File: config.mk
export PLATFORM = sky130hd
export DESIGN_NAME = uart_tx_arbiter
export DESIGN_NICKNAME = d
export VERILOG_FILES = /design/src/rtl/uart_tx_arbiter.sv
export SDC_FILE = /design/constraint.sdc
export NUM_CORES = 1
export LEC_CHECK = 0
export CAP_MARGIN = 10
export CORE_UTILIZATION = 43
export CTS_CLUSTER_DIAMETER = 100
export DETAILED_ROUTE_END_ITERATION = 8
export PLACE_DENSITY_LB_ADDON = 0.2
export RECOVER_POWER = 100
export SYNTH_ARGS = -nofsm -noshare
export SYNTH_HDL_FRONTEND = slang
export SYNTH_SLANG_ARGS = --single-unit
File: constraint.sdc
create_clock -name clk -period 1.7 [get_ports clk]
set_input_delay 0.51 -clock clk [delete_from_list [all_inputs] [get_ports clk]]
set_output_delay 0.51 -clock clk [all_outputs]
set_load 0.005 [all_outputs]
File: src/rtl/uart_tx_arbiter.sv
// Packet-level round-robin arbiter sharing one uart_tx byte channel between N_SRC FWFT reply FIFOs.
// Two cycles from request to tx_valid, then one byte per two cycles; tx_valid/tx_data hold while tx_ready is low.
module uart_tx_arbiter #(
    parameter int N_SRC     = 2,
    parameter int STALL_MAX = 1023
) (
    input  logic                     clk,
    input  logic                     rst,
    input  logic [N_SRC-1:0]         src_empty,
    input  logic [8*N_SRC-1:0]       src_rd_data,
    input  logic [N_SRC-1:0]         src_last,
    output logic [N_SRC-1:0]         src_rd_en,
    output logic [7:0]               tx_data,
    output logic                     tx_valid,
    input  logic                     tx_ready,
    output logic [$clog2(N_SRC)-1:0] grant,
    output logic                     busy,
    output logic                     stall_abort
);
    localparam int GW = $clog2(N_SRC);
    localparam int CW = $clog2(STALL_MAX + 1);

    typedef enum logic [1:0] {S_IDLE, S_LOAD, S_SEND} state_t;

    state_t          r_state;
    logic            r_last;
    logic [CW-1:0]   r_stall;

    logic [GW-1:0]    w_next;
    logic             w_any;
    logic             w_head_vld;
    logic [7:0]       w_head_dat;
    logic             w_head_last;
    logic [N_SRC-1:0] w_sel;

    // Rotating search: the lowest requester above grant wins, else the lowest at or below it.
    always_comb begin
        w_next = grant;
        w_any  = 1'b0;
        for (int s = N_SRC - 1; s >= 0; s--) begin
            if (!src_empty[s] && s <= int'(grant)) begin
                w_next = GW'(s);
                w_any  = 1'b1;
            end
        end
        for (int s = N_SRC - 1; s >= 0; s--) begin
            if (!src_empty[s] && s > int'(grant)) begin
                w_next = GW'(s);
                w_any  = 1'b1;
            end
        end
    end

    always_comb begin
        w_head_vld  = 1'b0;
        w_head_dat  = 8'h00;
        w_head_last = 1'b0;
        w_sel       = '0;
        for (int s = 0; s < N_SRC; s++) begin
            if (GW'(s) == grant) begin
                w_head_vld  = !src_empty[s];
                w_head_dat  = src_rd_data[8*s +: 8];
                w_head_last = src_last[s];
                w_sel[s]    = 1'b1;
            end
        end
    end

    always_ff @(posedge clk or posedge rst) begin
        if (rst) begin
            r_state     <= S_IDLE;
            r_last      <= 1'b0;
            r_stall     <= '0;
            grant       <= GW'(N_SRC - 1);
            src_rd_en   <= '0;
            tx_data     <= 8'h00;
            tx_valid    <= 1'b0;
            busy        <= 1'b0;
            stall_abort <= 1'b0;
        end else begin
            src_rd_en   <= '0;
            stall_abort <= 1'b0;
            case (r_state)
                S_IDLE: begin
                    if (w_any) begin
                        grant   <= w_next;
                        r_stall <= '0;
                        r_state <= S_LOAD;
                        busy    <= 1'b1;
                    end
                end
                S_LOAD: begin
                    if (w_head_vld) begin
                        tx_data   <= w_head_dat;
                        r_last    <= w_head_last;
                        src_rd_en <= w_sel;
                        tx_valid  <= 1'b1;
                        r_stall   <= '0;
                        r_state   <= S_SEND;
                    end else if (r_stall >= CW'(STALL_MAX - 1)) begin
                        // grant is kept so the next search starts past the stalled source
                        r_stall     <= CW'(STALL_MAX);
                        stall_abort <= 1'b1;
                        r_state     <= S_IDLE;
                        busy        <= 1'b0;
                    end else begin
                        r_stall <= r_stall + CW'(1);
                    end
                end
                S_SEND: begin
                    if (tx_valid && tx_ready) begin
                        tx_valid <= 1'b0;
                        if (r_last) begin
                            r_state <= S_IDLE;
                            busy    <= 1'b0;
                        end else begin
                            r_state <= S_LOAD;
                        end
                    end
                end
                default: begin
                    r_state <= S_IDLE;
                    busy    <= 1'b0;
                end
            endcase
        end
    end
endmodule

==> results of run 1 <==
## metal layers
metal	vias up	global-route usage	wire, microns
met5	-	0	0
met1	618	0.2629	1442
li1	636	-	-
met4	0	0.09864	48
met2	36	0.3815	1729
met3	4	0.03930	164
## cells by family after synthesis
family / count (synthesis)
adder cells (fa/ha/maj): 2
buffers and inverters: 13
flip-flops: 27
multiplexers: 10
AO/OA/AOI/OAI: 46
AND/OR/NAND/NOR: 48
## registers in the layout (all words and copies together) (netlist names)
| name | cells |
|---|---|
| busy | 1 |
| r_last | 1 |
| grant | 1 |
| r_state | 2 |
| tx_valid | 1 |
| r_stall | 10 |
| tx_data | 8 |
| stall_abort | 1 |
| src_rd_en | 2 |
## power groups by stage
| stage | Combinational, W | Sequential [W] | Clock, W |
|---|---|---|---|
| 4_1_cts | 0.00134 | 0.000945 | 0.000300 |
| 5_1_grt | 0.00145 | 0.000976 | 0.000313 |
| 6_report | 0.00130 | 0.000946 | 0.000279 |
| 3_3_place_gp | 0.00124 | 0.000964 | 0 |
| 2_1_floorplan | 0.000636 | 0.000969 | 0 |
| 3_5_place_dp | 0.00129 | 0.000973 | 0 |
## layout by cell type (no fill, tap or decap), types with 2 or more instances in the layout
cell             instances
ha_1                     2
dlygate4sd2_1           13
a31oi_1                  2
a22o_1                   2
nand3_1                  3
o31ai_1                  2
o21ai_0                 16
nand2_1                 21
a21o_1                   4
o22a_1                   3
nor3_1                   5
nor2_1                   5
and4_1                   2
inv_1                    5
dfrtp_1                 26
mux2i_1                  9
clkdlybuf4s50_1         21
o21ai_1                  2
a21oi_1                  6
clkbuf_2                 3
clkbuf_4                 5
a21oi_2                  2
buf_4                   17
nor3b_1                  2
## layout make-up
| class | count | area [sq um] | share of cell area |
|---|---|---|---|
| multi-input cells | 106 | 688.2 | 0.3470 |
| flip-flops and latches | 27 | 676.9 | 0.3413 |
| repair buffers | 60 | 516.7 | 0.2606 |
| well taps | 44 | 55.05 | 0.02776 |
| clock buffers | 3 | 22.52 | 0.01136 |
| inverters | 5 | 18.77 | 0.009464 |
| clock inverters | 1 | 5.005 | 0.002524 |
## critical path, delay by kind of cell, from the launching register on
kind                   cells  cell delay [ns]
AO/OA/AOI/OAI              2             0.39
buffers and inverters      2             0.26
flip-flops                 1             0.59
multiplexers               1             0.23
AND/OR/NAND/NOR            1             0.10
## worst max path at each step
stage	startpoint	endpoint	slack (ns)	depth (start not counted)
after floorplan	r_stall[0]$_DFFE_PP0P_	busy$_DFFE_PP0P_	0.02	7
after global placement	src_empty[1]	r_stall[9]$_DFFE_PP0P_	-0.27	7
after detailed placement	src_empty[1]	r_stall[0]$_DFFE_PP0P_	-0.35	6
after CTS	grant$_DFFE_PP1P_	r_stall[9]$_DFFE_PP0P_	-0.02	7
after global routing	r_stall[0]$_DFFE_PP0P_	r_stall[3]$_DFFE_PP0P_	0.003	8
final	grant$_DFFE_PP1P_	r_stall[9]$_DFFE_PP0P_	0.05	6
## through the flow
stage | TNS, ns | instance area, sq um | total power [W] | std cells | utilization
finish | 0 | 1983 | 0.002527 | 246 | 0.6443
global route | 0 | 1983 | 0.002737 | 246 | 0.6443
CTS | -0.01530 | 2009 | 0.002582 | 247 | 0.6528
detailed placement | -3.924 | 1939 | 0.002260 | 238 | 0.6301
global placement | -2.698 | 1939 | 0.002205 | 238 | 0.6301
floorplan | 0 | 1401 | 0.001605 | 146 | -
## repair_timing
action                                 4_1_cts  5_1_grt
setup endpoints to repair                   16        6
endpoints found under the hold margin        0        0
setup buffers                                5        0
resized for setup                           19        4
pin swaps                                    0        1
==> metrics.csv, run 1 <==
stage,metric,value,unit
status,status,"complete, no violations",
final_layout,final net count,228,
power_and_ir_drop,part of the power in combinational logic,0.515,
die,Die ar.,3491,sq um
power_and_ir_drop,peak supply drop,698.8,uV
grt,pin count of the biggest net entering global routing,28,
grt,first-pass GRT wire length,5761,microns
worst_setup_path,Slowest cell on crit path,dfstp_2,
clock_network,root buf cell,clkbuf_4,
synth,simple-gate share of the synthesized area,0.1661,
worst_setup_path,worst-path cell chain,"buf_6, mux2i_4, clkbuf_1, nor2_2, a21o_1, a22o_1",
synth,synthesized instance count,146,
sta,min Tclk post-route,1.651,ns
clock_network,CTS tree,yes,
detailed_routing,Post-route DRC,0,
worst_hold_path,Min-Delay Startpoint,tx_data[2]$_DFFE_PP0P_,
final_layout,antenna cell count,0,
die,area of the core,3078,sq um
synth,top post-synthesis cells by area,"dfrtp_1, mux2i_1, o21ai_0, nand2_1, a21oi_1",
worst_setup_path,crit-path max cell delay,0.59,ns
detailed_routing,Pre-Repair DR Iteration Count,4,
synth,Post-Syn Nets,171,
synth,Synth async-reset ratio,1.000,
power_and_ir_drop,pwr dens,1274,nW/um^2
grt,vias in the first global route,1296,
synth,largest family of logic cells by synthesized area,compound AO/OA/AOI/OAI gates,
worst_setup_path,Crit Reg-Reg Startpoint,grant$_DFFE_PP1P_,
detailed_routing,DR iter-0 viols,44,
clock_network,clock-pin slew on the worst setup and hold paths,0.14,ns
power_and_ir_drop,Static Leak,0.9406,nW
die,I/O pins,37,
clock_network,TritonCTS Buffers,3,
synth,Synth cell types,39,
detailed_routing,ANT nets after route,0,
worst_setup_path,worst r2r path cells,6,
synth,most numerous cell in the Yosys netlist,dfrtp_1,
worst_setup_path,Worst EP arrival,1.89,ns
worst_setup_path,worst-path fanout max,9,
sta,worst setup margin,0.04936,ns
power_and_ir_drop,Sw Share,0.3674,
detailed_routing,DR vias,1294,
detailed_routing,routed length per instance,13.76,microns
clock_network,Sink Count,27,
synth,Synth Flop Type,dfrtp_1,
synth,leading cell types by count after synthesis,"dfrtp_1, nand2_1, o21ai_0",
clock_network,clk buf depth,2,
worst_setup_path,Reg-to-Reg End,r_stall[9]$_DFFE_PP0P_,
synth,Synth top area share,0.4643,
synth,syn_area_per_cell,9.598,sq um
power_and_ir_drop,sequential power share,0.374,
synth,register bit count reported by yosys,27,
grt,initial antenna violation count,0,
sta,Final period util,0.9710,
die,Die X,59.09,microns
sta,Worst-Margin Slew,0.6693,ns
run,Max Cap Viol,0,
sta,Post-Route Skew,0.001508,ns
placed_design,post-DP HPWL,2477,microns
synth,Yosys top cell by area,dfrtp_1,
synth,mux cell area share after synthesis,0.07143,
grt,gr usage total,0.2191,
sta,final hold vios,0,
die,num rows,20,
synth,number of flops mapped to enable cells by yosys,0,
worst_setup_path,crit end category,register,
sta,Worst slew margin,0.5538,
die,initial core utilization,0.4553,
die,Die Y,59.09,microns
worst_setup_path,Setup CP Type,register to register,
clock_network,clk_lat worst skew,0.33,ns
final_layout,layout cell share with drive strength beyond 1,0.1782,
sta,Final Hold Slack,0.5012,ns
clock_network,Post-CTS Hold Fix Bufs,0,
final_layout,number of fill cells in the layout,273,
power_and_ir_drop,P_sw,0.0009285,W
worst_setup_path,CP Launch Type,register,
worst_setup_path,Required @ worst endpoint,1.94,ns
power_and_ir_drop,P_int,0.001599,W
synth,Mapped Area,1401,sq um
synth,Synth Area in Compound Gates,0.2196,
synth,YS warnings,0,
sta,Max Clock Freq,605.8,MHz
grt,Overflow after GRT,0,
synth,Synth Area in XOR/XNOR,0,
final_layout,Area Growth Syn to Fin,41.52,%
placed_design,Port Buffers,36,
sta,"Setup violations, final",0,
placed_design,DP Worst Slack,-0.3543,ns
worst_hold_path,hold path endpoint,tx_data[2]$_DFFE_PP0P_,
worst_setup_path,Worst R2R Setup Slack,0.05,ns
power_and_ir_drop,Clk network pwr share,0.110,
sta,RSZ-0062 raised after global routing,false,
synth,Synth Area in Adders,0.01786,
detailed_routing,Post-Route WL,3384,microns
detailed_routing,Via-to-Cell Ratio,5.260,
placed_design,Final GP Congestion,0.8863,
worst_hold_path,Hold Crit Depth,2,
sta,Final Max Tran Viols,0,
clock_network,H-tree Lvls,1,
synth,sequential cell area fraction in the yosys report,0.4830,
worst_hold_path,worst hold path type,register to register,
(Power assumes the default switching activity.)
==> inputs of run 2 (changes only) <==
SLEW_MARGIN = 20   (was unset)
==> results of run 2 <==
No change in the layout: final DEF, timing and power equal those of run 1.
